**src/rtl/rx_sync_ctrl.sv**
```systemverilog
// 8b/10b receive synchroniser: running-disparity tracking, comma-based lock FSM,
// per-symbol error flags and a one-deep forwarding register. Optional error counter: RX_ERR_CNT_EN.
module rx_sync_ctrl (
    input  logic       clk,
    input  logic       rst,
    input  logic [9:0] sym_in,
    input  logic       sym_valid,
    output logic       sym_ready,
    output logic [9:0] sym_out,
    output logic       rd_out,
    output logic       out_valid,
    input  logic       out_ready,
    output logic       sync,
    output logic       code_err,
    output logic       disp_err,
    output logic [7:0] err_cnt,
    input  logic       clr_cnt,
    output logic [1:0] state_dbg
);

    typedef enum logic [1:0] {
        ST_LOS  = 2'd0,
        ST_CD1  = 2'd1,
        ST_CD2  = 2'd2,
        ST_SYNC = 2'd3
    } state_t;

    localparam logic [9:0] COMMA_NEG = 10'b0011111010;
    localparam logic [9:0] COMMA_POS = 10'b1100000101;

    state_t     state_q, state_d;
    logic       rd_q, rd_d;
    logic [1:0] bad_q, bad_d;
    logic [1:0] good_q, good_d;
    logic       out_valid_q, out_valid_d;
    logic [9:0] sym_out_q, sym_out_d;
    logic       rd_out_q, rd_out_d;
    logic       code_err_q, code_err_d;
    logic       disp_err_q, disp_err_d;

    logic [3:0] ones;
    logic       accept;
    logic       is_comma;
    logic       sym_code_err;
    logic       sym_disp_err;
    logic       sym_err;

    // Handshake: a symbol moves when sym_valid & sym_ready; the output word
    // moves when out_valid & out_ready. sym_ready frees up in the same cycle
    // the pending word drains, so there is no bubble.
    assign sym_ready = !out_valid_q || out_ready;
    assign accept    = sym_valid && sym_ready;
    assign is_comma  = (sym_in == COMMA_NEG) || (sym_in == COMMA_POS);

    always_comb begin
        ones = 4'd0;
        for (int i = 0; i < 10; i++) begin
            ones = ones + {3'b000, sym_in[i]};
        end
    end

    assign sym_code_err = (ones != 4'd4) && (ones != 4'd5) && (ones != 4'd6);
    assign sym_disp_err = ((ones == 4'd6) && rd_q) || ((ones == 4'd4) && !rd_q);
    assign sym_err      = sym_code_err || sym_disp_err;

    always_comb begin
        state_d     = state_q;
        rd_d        = rd_q;
        bad_d       = bad_q;
        good_d      = good_q;
        out_valid_d = out_valid_q;
        sym_out_d   = sym_out_q;
        rd_out_d    = rd_out_q;
        code_err_d  = 1'b0;
        disp_err_d  = 1'b0;

        if (out_valid_q && out_ready) begin
            out_valid_d = 1'b0;
        end

        if (accept) begin
            code_err_d = sym_code_err;
            disp_err_d = sym_disp_err;
            if (!sym_code_err) begin
                if (ones == 4'd6) begin
                    rd_d = 1'b1;
                end else if (ones == 4'd4) begin
                    rd_d = 1'b0;
                end
            end

            // Only symbols seen while already locked go downstream, tagged with the pre-symbol RD.
            if (state_q == ST_SYNC) begin
                out_valid_d = 1'b1;
                sym_out_d   = sym_in;
                rd_out_d    = rd_q;
            end

            case (state_q)
                ST_LOS: begin
                    if (!sym_err && is_comma) state_d = ST_CD1;
                end
                ST_CD1: begin
                    if (sym_err) state_d = ST_LOS;
                    else if (is_comma) state_d = ST_CD2;
                end
                ST_CD2: begin
                    if (sym_err) state_d = ST_LOS;
                    else if (is_comma) state_d = ST_SYNC;
                end
                ST_SYNC: begin
                    if (sym_err) begin
                        good_d = 2'd0;
                        if (bad_q == 2'd2) begin
                            state_d = ST_LOS;
                            bad_d   = 2'd0;
                        end else begin
                            bad_d = bad_q + 2'd1;
                        end
                    end else if (good_q == 2'd3) begin
                        good_d = 2'd0;
                        bad_d  = 2'd0;
                    end else begin
                        good_d = good_q + 2'd1;
                    end
                end
                default: state_d = ST_LOS;
            endcase
        end
    end

    always_ff @(posedge clk or negedge rst) begin
        if (!rst) begin
            state_q     <= ST_LOS;
            rd_q        <= 1'b0;
            bad_q       <= 2'd0;
            good_q      <= 2'd0;
            out_valid_q <= 1'b0;
            sym_out_q   <= 10'd0;
            rd_out_q    <= 1'b0;
            code_err_q  <= 1'b0;
            disp_err_q  <= 1'b0;
        end else begin
            state_q     <= state_d;
            rd_q        <= rd_d;
            bad_q       <= bad_d;
            good_q      <= good_d;
            out_valid_q <= out_valid_d;
            sym_out_q   <= sym_out_d;
            rd_out_q    <= rd_out_d;
            code_err_q  <= code_err_d;
            disp_err_q  <= disp_err_d;
        end
    end

`ifdef RX_ERR_CNT_EN
    logic [7:0] err_cnt_q, err_cnt_d;

    // Clear beats a same-cycle increment; the count saturates rather than wraps.
    always_comb begin
        err_cnt_d = err_cnt_q;
        if (clr_cnt) begin
            err_cnt_d = 8'd0;
        end else if (accept && sym_err && (err_cnt_q != 8'hFF)) begin
            err_cnt_d = err_cnt_q + 8'd1;
        end
    end

    always_ff @(posedge clk or negedge rst) begin
        if (!rst) err_cnt_q <= 8'd0;
        else      err_cnt_q <= err_cnt_d;
    end

    assign err_cnt = err_cnt_q;
`else
    logic unused_clr_cnt;
    assign unused_clr_cnt = clr_cnt;
    assign err_cnt        = 8'd0;
`endif

    assign out_valid = out_valid_q;
    assign sym_out   = sym_out_q;
    assign rd_out    = rd_out_q;
    assign code_err  = code_err_q;
    assign disp_err  = disp_err_q;
    assign sync      = (state_q == ST_SYNC);
    assign state_dbg = state_q;

endmodule

```
**config.mk**
```make
export PLATFORM = sky130hd
export DESIGN_NAME = rx_sync_ctrl
export DESIGN_NICKNAME = d
export VERILOG_FILES = /design/src/rtl/rx_sync_ctrl.sv
export SDC_FILE = /design/constraint.sdc
export NUM_CORES = 1
export LEC_CHECK = 0
export BUFFER_PORTS_ARGS = -buffer_cell sky130_fd_sc_hd__buf_4
export CAP_MARGIN = 20
export CORE_MARGIN = 8
export CORE_UTILIZATION = 30
export CTS_BUF_LIST = sky130_fd_sc_hd__clkbuf_4
export CTS_CLUSTER_DIAMETER = 200
export DETAILED_ROUTE_END_ITERATION = 8
export SYNTH_ARGS = -nofsm -noshare
export SYNTH_HDL_FRONTEND = slang
export SYNTH_SLANG_ARGS = --single-unit
export TNS_END_PERCENT = 10
```
**constraint.sdc**
```tcl
create_clock -name clk -period 1.6 [get_ports clk]
set_input_delay 0.16 -clock clk [delete_from_list [all_inputs] [get_ports clk]]
set_output_delay 0.16 -clock clk [all_outputs]
set_load 0.05 [all_outputs]
```
==> results.toml <==
[pwr]
power_density_mw_per_mm2 = 1742
power_frac_seq = 0.289
total_power_uw = 3069
switching_power_uw = 1471
p_leak_uw = 0.0008639
ir_drop_uv = 639.5
p_int_uw = 1598
pwr-share-comb = 0.620
power.share.clock = 0.091
switching_share = 0.4792

[layout]
fin_area_mm2 = 0.001762
areaGrowthSynthToFinish_pct = 39.68
antennaDiodeCount = 0
fin_nets = 191
drive_gt1_frac = 0.4756

[setup_path]
cp_common_cell = "fa_1"
cp_data_required_time_ps = 1800
path_buf_inv = 4
cpPeakStageDelay_ps = 590
worst_path_max_delay_cell = "fa_2"
cp-start-kind = "primary input"
crit_chain = "buf_6, fa_1, fa_1, inv_1, fa_1, inv_1, ha_2, inv_2, fa_2, xnor2_4, nor2_4, nor3_2, mux2_4"
rrSetupSlack_ps = 120
worstPathArrival_ps = 3220
reg2regPathDepth = 5
cp_max_fo = 6
path_class = "in -> reg"
critical-path-top-delay-family = "adder cells"
end_kind = "register"
r2r_end = "bad_q[0]"
cp_num_cells = 13
r2r-start = "rd_q"

[route]
viasPerCell = 4.500
ant_nets = 0
remaining_drc_errors = 0
first_pass_iters = 4
wl_per_cell_um = 13.64
wirelength_um = 2918
drtIter0Drc = 42
vias = 963

[clock_tree]
h-tree-depth = 1
cts_tree = "done"
cts_buffers = 3
root_buffer = "clkbuf_4"
clkSinkCount = 21
clk_latency_ps = 300
postCtsSetupBuffers = 0
cts_buffer_depth = 2
clk_pin_slew_ps = 120

[job]
maxCapViolations = 0

[global_route]
grt.total_usage = 0.09535
overflow = 0
antenna_found_initial = 0
grt_first_pass_wirelength_um = 4926
grt_pass1_vias = 1051
grt_max_degree = 22

[synth]
synth.avg_cell_area_um2 = 10.97
synthArstFlopShare = 1.000
synth_area_mm2 = 0.001261
yosys_warnings = 0
synth_edf_count = 0
synth_flop_cell = "dfrtp_1"
ys_seq_area_frac = 0.4167
synth-seq-cells = 21
synth.distinct_cells = 37
netlist_instances = 115

[timing]
whs_ps = 127.4
setup_viol = 9
finalSetupTns_ps = -12030
rsz0062_at_grt = "true"
hold_viol_final = 0
fmax_ghz = 0.3310
finalCriticalPeriod_ps = 3021
finalCritPeriodShare = 1.888
final_max_slew_viol_count = 0
worst_clock_skew_ps = 7.159
setup_ws_ps = -1421

[die]
core_region_area_mm2 = 0.004029
initial_utilization = 0.3130
row_count = 23
dieArea_mm2 = 0.006535
io_pins = 41
die_w_um = 80.84
die_h_um = 80.84

[outcome]
status = "finished with violations"
violations = "negative setup slack"

[min_path]
hold_end = "out_valid"
whs_path_depth = 3
hold_path_class = "in -> reg"
worstHoldStart = "out_ready"

[place]
place.gp.congestion = 0.8029
post-dp-hpwl_um = 2402
placed_area_mm2 = 0.001693
io_buffers = 31
-- power groups by stage --
stage	combinational [uW]	sequential (uW)	clock [uW]
floorplan	770	1460	0
finish	1900	887	280
global placement	1850	885	0
detailed placement	1890	894	0
global route	2030	923	316
CTS	1900	887	292
-- sequential cells by signal (all words and copies together), names as in the netlist --
name / flops
bad_q: 2
code_err: 1
disp_err: 1
good_q: 2
out_valid: 1
rd_out: 1
rd_q: 1
state_dbg: 2
sym_out: 10
-- final cells by class --
class | instances | area, um^2
inverters | 14 | 52.55
fillers | 394 | 2267
flip-flops and latches | 21 | 525.5
multi-input cells | 77 | 708.2
repair buffers | 48 | 382.9
clock buffers | 4 | 30.03
well taps | 50 | 62.56
-- worst max-delay path by stage --
stage | startpoint | endpoint
after floorplan | sym_in[3] | bad_q[0]
after global placement | sym_in[3] | rd_q
after detailed placement | sym_in[3] | rd_q
after CTS | sym_in[3] | state_dbg[0]
after global routing | sym_in[3] | bad_q[0]
final | sym_in[3] | bad_q[0]
-- routing by layer --
layer	share of wire	up-vias	GRT usage	wire length, um
li1	-	464	-	-
met1	0.37	477	0.1007	1094
met2	0.55	18	0.1764	1605
met3	0.055	4	0.01435	161
met4	0.019	0	0.05357	56
met5	0	-	0	0
-- synth_stat cells, types with 2 or more instances --
library cell  count  area, um^2
nor2_1            2       7.510
a21oi_1           2       10.01
buf_4             9       67.56
fa_1              6       120.1
nand2_1          10       37.54
xnor2_1           2       17.52
mux2_2            9       101.4
nor3_1            2       10.01
ha_1              5       62.56
o21ai_0           7       35.03
nor2b_1           2       12.51
inv_1            14       52.55
dfrtp_1          21       525.5
-- kinds of logic (layout without fill, tap and decap cells) --
kind of cell               Yosys count  count (layout)  synth area share
other                                1               8          0.002973
and+or+nand+nor                     30              30            0.1478
AOI/OAI and AO/OA                   17              17           0.09425
DFF                                 21              21            0.4167
buffers and inverters               24              66           0.09920
muxes                                9               9           0.08036
adders and majority gates           11              11            0.1448
xor gates and xnor gates             2               2           0.01389
-- worst min-delay path, delay by kind of cell --
kind / cells / cell delay, ps
buffers and inverters: 1 / 80
AND/OR/NAND/NOR: 2 / 170
-- metrics by stage --
stage / std cells / setup WS [ps] / util
floorplan: 122 / -1543 / -
global placement: 209 / -1727 / 0.4202
detailed placement: 209 / -1783 / 0.4202
CTS: 214 / -1447 / 0.4320
global route: 214 / -1542 / 0.4373
finish: 214 / -1421 / 0.4373
-- placed cells by master (no fill, tap or decap), types with 2 or more instances in the layout --
cell | synthesis | final
clkbuf_4 | 0 | 4
fa_1 | 6 | 5
conb_1 | 1 | 8
buf_6 | 0 | 2
nand2_1 | 10 | 10
mux2_2 | 9 | 8
dfrtp_1 | 21 | 21
buf_4 | 9 | 44
ha_1 | 5 | 4
o21ai_0 | 7 | 5
a21oi_1 | 2 | 2
o21ai_1 | 0 | 2
nor3_2 | 0 | 2
nor2_1 | 2 | 2
inv_1 | 14 | 13
-- what timing repair did --
item	4_1_cts	5_1_grt
setup endpoints to repair	9	9
gates resized for setup	3	5
hold buffers	1	0
endpoints found under the hold margin	21	0
pin swaps	0	1
(Power assumes the default switching activity.)
